$ cat config.mk
export PLATFORM = sky130hd
export DESIGN_NAME = jk_ff_array_flat
export DESIGN_NICKNAME = d
export VERILOG_FILES = /design/src/rtl/jk_ff_array_pkg.sv /design/src/rtl/jk_ff_array_if.sv /design/src/rtl/jk_ff_array_bit_next.sv /design/src/rtl/jk_ff_array.sv /design/src/flat_wrapper.sv
export SDC_FILE = /design/constraint.sdc
export NUM_CORES = 1
export LEC_CHECK = 0
export ABC_AREA = 1
export CAP_MARGIN = 20
export CORE_MARGIN = 8
export CORE_UTILIZATION = 40
export CTS_BUF_LIST = sky130_fd_sc_hd__clkbuf_16
export CTS_CLUSTER_SIZE = 24
export DETAILED_ROUTE_END_ITERATION = 10
export GPL_TIMING_DRIVEN = 0
export PLACE_DENSITY = 0.72
export SETUP_SLACK_MARGIN = 0.2
export SYNTH_ARGS = -nofsm -noshare
export SYNTH_HDL_FRONTEND = slang
export SYNTH_HIERARCHICAL = 1
export SYNTH_SLANG_ARGS = --single-unit
$ cat constraint.sdc
create_clock -name clk -period 1.9 [get_ports clk]
set_input_delay 0.57 -clock clk [delete_from_list [all_inputs] [get_ports clk]]
set_output_delay 0.57 -clock clk [all_outputs]
set_load 0.01 [all_outputs]
$ cat src/rtl/jk_ff_array_pkg.sv
// jk_pkg: shared types and per-bit next-state function for the jk_ff_array
// flip-flop bank.
//   jk_mode_t  : update mode selected on each edge (JK / D / T / SR)
//   jk_next_t  : {q_next, illegal} result of one bit's next-state evaluation
//   jk_next()  : pure next-state function for a single channel
package jk_pkg;

  typedef enum logic [1:0] {
    MODE_JK = 2'b00,
    MODE_D  = 2'b01,
    MODE_T  = 2'b10,
    MODE_SR = 2'b11
  } jk_mode_t;

  typedef struct packed {
    logic q_next;
    logic illegal;
  } jk_next_t;

  // Next state of one channel assuming the enable path is taken.
  // 'illegal' is only raised for SR with both S and R high; that case holds q.
  function automatic jk_next_t jk_next(jk_mode_t mode, logic j, logic k, logic q);
    jk_next_t r;
    r.q_next  = q;
    r.illegal = 1'b0;
    unique case (mode)
      MODE_JK: begin
        unique case ({j, k})
          2'b00: r.q_next = q;
          2'b01: r.q_next = 1'b0;
          2'b10: r.q_next = 1'b1;
          2'b11: r.q_next = ~q;
          default: r.q_next = q;
        endcase
      end
      MODE_D: r.q_next = j;
      MODE_T: r.q_next = q ^ j;
      MODE_SR: begin
        unique case ({j, k})
          2'b10: r.q_next = 1'b1;
          2'b01: r.q_next = 1'b0;
          2'b11: begin
            r.q_next  = q;
            r.illegal = 1'b1;
          end
          default: r.q_next = q;
        endcase
      end
      default: r.q_next = q;
    endcase
    return r;
  endfunction

endpackage

$ cat src/rtl/jk_ff_array_if.sv
// jk_ff_array_if: control/status bus of the jk_ff_array register bank.
//   master : drives en, load, load_val, mode, j, k, stat_clr; observes outputs
//   slave  : the bank itself; drives q, q_n, chg, sr_err, tog_cnt
interface jk_ff_array_if
  import jk_pkg::*;
#(
  parameter int WIDTH = 8,
  parameter int CNT_W = 8
) ();

  logic             en;
  logic             load;
  logic [WIDTH-1:0] load_val;
  jk_mode_t         mode;
  logic [WIDTH-1:0] j;
  logic [WIDTH-1:0] k;
  logic             stat_clr;
  logic [WIDTH-1:0] q;
  logic [WIDTH-1:0] q_n;
  logic [WIDTH-1:0] chg;
  logic             sr_err;
  logic [CNT_W-1:0] tog_cnt;

  modport master (
    output en, load, load_val, mode, j, k, stat_clr,
    input  q, q_n, chg, sr_err, tog_cnt
  );

  modport slave (
    input  en, load, load_val, mode, j, k, stat_clr,
    output q, q_n, chg, sr_err, tog_cnt
  );

endinterface

$ cat src/rtl/jk_ff_array_bit_next.sv
// jk_bit_next: combinational next-state of one flip-flop channel.
//   mode    : update mode for this edge
//   j, k    : channel inputs (J/D/T/S and K/R)
//   q       : current state
//   q_next  : state if the enable path is taken
//   illegal : SR mode with S=R=1 on this channel
module jk_bit_next
  import jk_pkg::*;
(
  input  jk_mode_t mode,
  input  logic     j,
  input  logic     k,
  input  logic     q,
  output logic     q_next,
  output logic     illegal
);

  jk_next_t nx;

  assign nx      = jk_next(mode, j, k, q);
  assign q_next  = nx.q_next;
  assign illegal = nx.illegal;

endmodule

$ cat src/rtl/jk_ff_array.sv
// jk_ff_array: WIDTH-channel multi-mode flip-flop bank (JK / D / T / SR) with
// clock enable, parallel load, sticky SR-illegal flag, per-bit change strobe
// and a saturating activity counter.
//   clk : clock, all state updates on posedge
//   rst : synchronous active-high reset (q=RST_VAL, status cleared)
//   bus : slave side of jk_ff_array_if
//         in : en, load, load_val, mode, j, k, stat_clr
//         out: q, q_n, chg, sr_err, tog_cnt
// Edge priority: rst > load > en > hold.
module jk_ff_array
  import jk_pkg::*;
#(
  parameter int               WIDTH   = 8,
  parameter logic [WIDTH-1:0] RST_VAL = '0,
  parameter int               CNT_W   = 8
) (
  input  logic          clk,
  input  logic          rst,
  jk_ff_array_if.slave  bus
);

  logic [WIDTH-1:0] q_r;
  logic [WIDTH-1:0] chg_r;
  logic             sr_err_r;
  logic [CNT_W-1:0] cnt_r;

  logic [WIDTH-1:0] q_upd;    // per-bit next state on the enable path
  logic [WIDTH-1:0] ill_vec;  // per-bit SR-illegal
  logic [WIDTH-1:0] q_nx;     // next state after load/en/hold selection
  logic             upd_path; // enable path actually taken this edge
  logic             ill_evt;
  logic             cnt_evt;
  logic             cnt_sat;

  for (genvar g = 0; g < WIDTH; g++) begin : g_bit
    jk_bit_next u_bit (
      .mode    (bus.mode),
      .j       (bus.j[g]),
      .k       (bus.k[g]),
      .q       (q_r[g]),
      .q_next  (q_upd[g]),
      .illegal (ill_vec[g])
    );
  end

  always_comb begin
    upd_path = bus.en & ~bus.load;
    q_nx     = q_r;
    if (bus.load)     q_nx = bus.load_val;
    else if (bus.en)  q_nx = q_upd;
    // Load shadows the enable path, so neither the flag nor the counter
    // may see its illegal/change terms.
    ill_evt  = upd_path & (|ill_vec);
    cnt_evt  = upd_path & (|(q_upd ^ q_r));
    cnt_sat  = &cnt_r;
  end

  always_ff @(posedge clk) begin
    if (rst) begin
      q_r      <= RST_VAL;
      chg_r    <= '0;
      sr_err_r <= 1'b0;
      cnt_r    <= '0;
    end else begin
      q_r      <= q_nx;
      chg_r    <= q_nx ^ q_r;
      // Clear first, then set: a new illegal event on the clearing edge wins.
      sr_err_r <= (sr_err_r & ~bus.stat_clr) | ill_evt;
      if (bus.stat_clr)
        cnt_r <= CNT_W'(cnt_evt);
      else if (cnt_evt && !cnt_sat)
        cnt_r <= cnt_r + CNT_W'(1);
    end
  end

  assign bus.q       = q_r;
  assign bus.q_n     = ~q_r;
  assign bus.chg     = chg_r;
  assign bus.sr_err  = sr_err_r;
  assign bus.tog_cnt = cnt_r;

endmodule

$ cat src/flat_wrapper.sv
// flat-port wrapper written by rule: the top's interface ports become plain ports
module jk_ff_array_flat import jk_pkg::*;
#(
  parameter int               WIDTH   = 8,
  parameter logic [WIDTH-1:0] RST_VAL = '0,
  parameter int               CNT_W   = 8
)
  (clk, rst, bus_en, bus_load, bus_load_val, bus_mode, bus_j, bus_k, bus_stat_clr, bus_q, bus_q_n, bus_chg, bus_sr_err, bus_tog_cnt);
  jk_ff_array_if #(.WIDTH(WIDTH), .CNT_W(CNT_W)) bus_i ();
  input  logic clk;
  input  logic rst;
  input wire logic [$bits(bus_i.en)-1:0] bus_en;
  input wire logic [$bits(bus_i.load)-1:0] bus_load;
  input wire logic [$bits(bus_i.load_val)-1:0] bus_load_val;
  input wire logic [$bits(bus_i.mode)-1:0] bus_mode;
  input wire logic [$bits(bus_i.j)-1:0] bus_j;
  input wire logic [$bits(bus_i.k)-1:0] bus_k;
  input wire logic [$bits(bus_i.stat_clr)-1:0] bus_stat_clr;
  output wire logic [$bits(bus_i.q)-1:0] bus_q;
  output wire logic [$bits(bus_i.q_n)-1:0] bus_q_n;
  output wire logic [$bits(bus_i.chg)-1:0] bus_chg;
  output wire logic [$bits(bus_i.sr_err)-1:0] bus_sr_err;
  output wire logic [$bits(bus_i.tog_cnt)-1:0] bus_tog_cnt;
  assign bus_i.en = bus_en;
  assign bus_i.load = bus_load;
  assign bus_i.load_val = bus_load_val;
  assign bus_i.mode = bus_mode;
  assign bus_i.j = bus_j;
  assign bus_i.k = bus_k;
  assign bus_i.stat_clr = bus_stat_clr;
  assign bus_q = bus_i.q;
  assign bus_q_n = bus_i.q_n;
  assign bus_chg = bus_i.chg;
  assign bus_sr_err = bus_i.sr_err;
  assign bus_tog_cnt = bus_i.tog_cnt;
  jk_ff_array #(.WIDTH(WIDTH), .RST_VAL(RST_VAL), .CNT_W(CNT_W)) u_core (.clk(clk), .rst(rst), .bus(bus_i));
endmodule
==> results of run 1 <==
==> Yosys cell counts <==
cell	n	area [um^2]
xnor2_1	4	35.0
a21oi_1	22	110
nand2_1	91	342
nand2_2	9	56.3
nand3_4	1	17.5
o21ai_0	19	95.1
nor4_1	3	18.8
a22oi_1	1	7.51
inv_2	4	15.0
nand3_2	1	10.0
nor2_1	43	161
nand4_1	17	106
o21ai_1	6	30.0
dfxtp_1	25	500
ha_1	17	213
nand3_1	28	140
xor2_1	3	26.3
inv_1	77	289
nor3_4	1	16.3
buf_2	5	25.0
clkbuf_1	1	3.75
==> stage by stage <==
| stage | TNS (ps) | instances | hold WS (ps) |
|---|---|---|---|
| after floorplan | -24.5 | 378 | 514 |
| after global placement | -23450 | 511 | 490 |
| after detailed placement | -24620 | 511 | 493 |
| after CTS | 0 | 534 | 501 |
| after global routing | -1280 | 540 | 535 |
| final | -288 | 540 | 494 |
==> what timing repair did <==
item | 4_1_cts | 5_1_grt
setup buffers | 18 | 6
gates cloned | 1 | 0
gates resized for setup | 186 | 32
setup endpoints to repair | 51 | 31
pin swaps | 37 | 22
==> final cells by class <==
cell class              instances  share of cell area [%]
flip-flops and latches         25                    14.8
multi-input cells             266                    44.9
inverters                      81                    9.58
clock inverters                 1                   0.108
well taps                      72                    2.58
plain buffers                   6                    1.01
clock buffers                   3                    2.15
repair buffers                 86                    24.9
==> cell families (layout without fill, tap and decap cells) <==
| family | count (synthesis) | in the layout | share of synthesized area, % |
|---|---|---|---|
| flip-flops | 25 | 25 | 22.6 |
| AND/OR/NAND/NOR | 194 | 194 | 39.1 |
| XOR/XNOR | 7 | 7 | 2.76 |
| AO/OA/AOI/OAI | 48 | 48 | 10.9 |
| buffers and inverters | 87 | 177 | 15.0 |
| adder cells (fa/ha/maj) | 17 | 17 | 9.59 |
==> placed cells by master (no fill, tap or decap), types with 7 or more instances in the layout <==
master / synthesis / routed
o21ai_1: 6 / 16
o21ai_2: 0 / 7
nand2_2: 9 / 12
a21oi_1: 22 / 17
nand2_1: 91 / 88
dfxtp_2: 0 / 11
ha_1: 17 / 8
dlygate4sd2_1: 0 / 26
nand4_1: 17 / 17
inv_2: 4 / 13
nand3_1: 28 / 26
buf_8: 0 / 11
dlymetal6s2s_1: 0 / 7
inv_1: 77 / 62
dfxtp_1: 25 / 14
buf_4: 0 / 22
ha_4: 0 / 8
clkdlybuf4s50_1: 0 / 10
nor2_1: 43 / 40
buf_6: 0 / 8
==> worst max-delay path, cell delays in order <==
cell     delay [ps]
buf_8            80
inv_6            30
ha_4            260
inv_2            30
nand2_1          50
nand2_1          50
nand2_1          70
nand4_1         120
xnor2_1         210
nand2_1         100
nor2_2          120
nand2_2         100
buf_6           140
nand3_2          50
nand2_1          50
nand2_1          50
nor2_1           30
==> worst max-delay path by stage <==
stage | cells past startpoint | endpoint | startpoint | slack, ps
global placement | 13 | u_core/bus.tog_cnt[0] | bus_mode[0] | -1240
finish | 17 | u_core/bus.tog_cnt[0] | bus_k[2] | -70
detailed placement | 13 | u_core/bus.tog_cnt[0] | bus_mode[0] | -1270
global route | 17 | u_core/bus.tog_cnt[0] | bus_k[2] | -170
floorplan | 16 | u_core/bus.tog_cnt[0] | bus_k[3] | -20
CTS | 17 | u_core/bus.tog_cnt[0] | bus_k[3] | 10
==> routing by layer <==
layer	share of wire, %	up-vias	global-route usage (%)
met5	0	-	0
met4	0.40	0	4.16
met3	4.6	3	1.66
met2	50	76	28.3
met1	45	1150	20.6
li1	-	1378	-
==> sequential cells by signal, indices dropped and copies added (netlist names) <==
signal and flops:
u_core/bus.chg 8, u_core/bus.q 8, u_core/bus.sr_err 1, u_core/bus.tog_cnt 8
==> power breakdown <==
group	switching, mW	total [mW]	internal [mW]
sequential	0.0319	0.592	0.560
combinational	0.331	0.651	0.320
clock	0.200	0.482	0.282
total	0.563	1.73	1.16
==> flow_summary.yaml, run 1 <==
finish:
  fin_util_pct: 64.1
  seq_area_um2: 514
  nNetsFinal: 517
  fin_area_um2: 3490
  drive_above_1_share_pct: 26.5
  num_antenna_cells: 0
  syn_to_final_growth_pct: 57.1
  multiInputGateArea_um2: 1560
  n_fill_cell: 502
sta:
  period_needed_ps: 1970
  setup_slack_ps: -71.4
  fin_skew_ps: 1.74
  hold_viol: 0
  drv_slew: 0
  setup_violations: 8
  clock.fmax_mhz: 507
  slew_headroom_pct: 58.5
  rsz0062_at_grt: "true"
  worst_pin_slew_ps: 623
  fin_crit_sh_pct: 104
run_status:
  violations: "setup timing"
  outcome: "finished, violations left"
die:
  core_area_um2: 5440
  ios: 64
  floorplan.initialDensity_pct: 40.8
  rows: 27
  die_x_um: 90.5
  die_h_um: 90.5
  dieArea_um2: 8180
placed_design:
  io_buffers: 61
  dpl_cell_area_um2: 3030
  dp_slack_ps: -1270
  dpl.hpwl_um: 4820
  gp_congestion: 0.875
power:
  power_density_nw_per_um2: 495
  peakVddDrop_mv: 0.349
  power_mw: 1.73
  p_leak_nw: 1.81
clocking:
  cts_buffer_depth: 2
  clkSinkCount: 25
  cts.htree.levels: 1
  cts_tree: "built"
  insertion_delay_ps: 260
  cts-root-buf: "clkbuf_16"
  cts_buffers: 3
  hold_buffers: 0
  clkSlewWorstSetupHoldPaths_ps: 70
route:
  drc: 0
  via_count: 2607
  avgViaCountPerCell: 4.83
  drt_iter0_drc: 143
  ant_nets: 0
  dr.pass1.iters: 4
  detail_route.wl_per_cell_um: 12.6
  wl_um: 6810
hold_path:
  hold_path_startpoint: "u_core/bus.tog_cnt[3]"
  holdPathEnd: "u_core/bus.tog_cnt[3]"
  hp-class: "flip-flop to flip-flop"
  min_path_cells: 2
worst_setup_path:
  path_class: "primary input to flip-flop"
  rrSetupSlack_ps: 230
  crit_required_ps: 2030
  r2r_end: "u_core/bus.tog_cnt[0]"
  crit_path_start_kind: "primary input"
  cp-end-kind: "flip-flop"
  crit-reg2reg-launch: "u_core/bus.q[2]"
  rr_worst_depth: 12
  critPathMaxFanout: 5
  cp_data_arrival_time_ps: 2100
synth:
  netlist_instances: 378
  syn_nets: 426
  postSynthAreaPerCell_um2: 5.87
  synthDistinctLibCells: 21
  syn_area_um2: 2220
  yosysWarnings: 6
  ys_ff_latch: 25
  synth-seq-area-share_pct: 22.6
global_route:
  track_usage_pct: 16.2
  antenna_found_initial: 0
  grt_overflow_total: 0
  grt_pass1_wl_um: 11400
  grt_start_max_net_pins: 33
  grt_pass1_vias: 2463
job:
  drv_cap: 0
(Power assumes the default switching activity.)
==> inputs of run 2 (changes only) <==
CAP_MARGIN = default   (was 20)
==> results of run 2 <==
Final layout, timing and power as in run 1 (identical DEF).
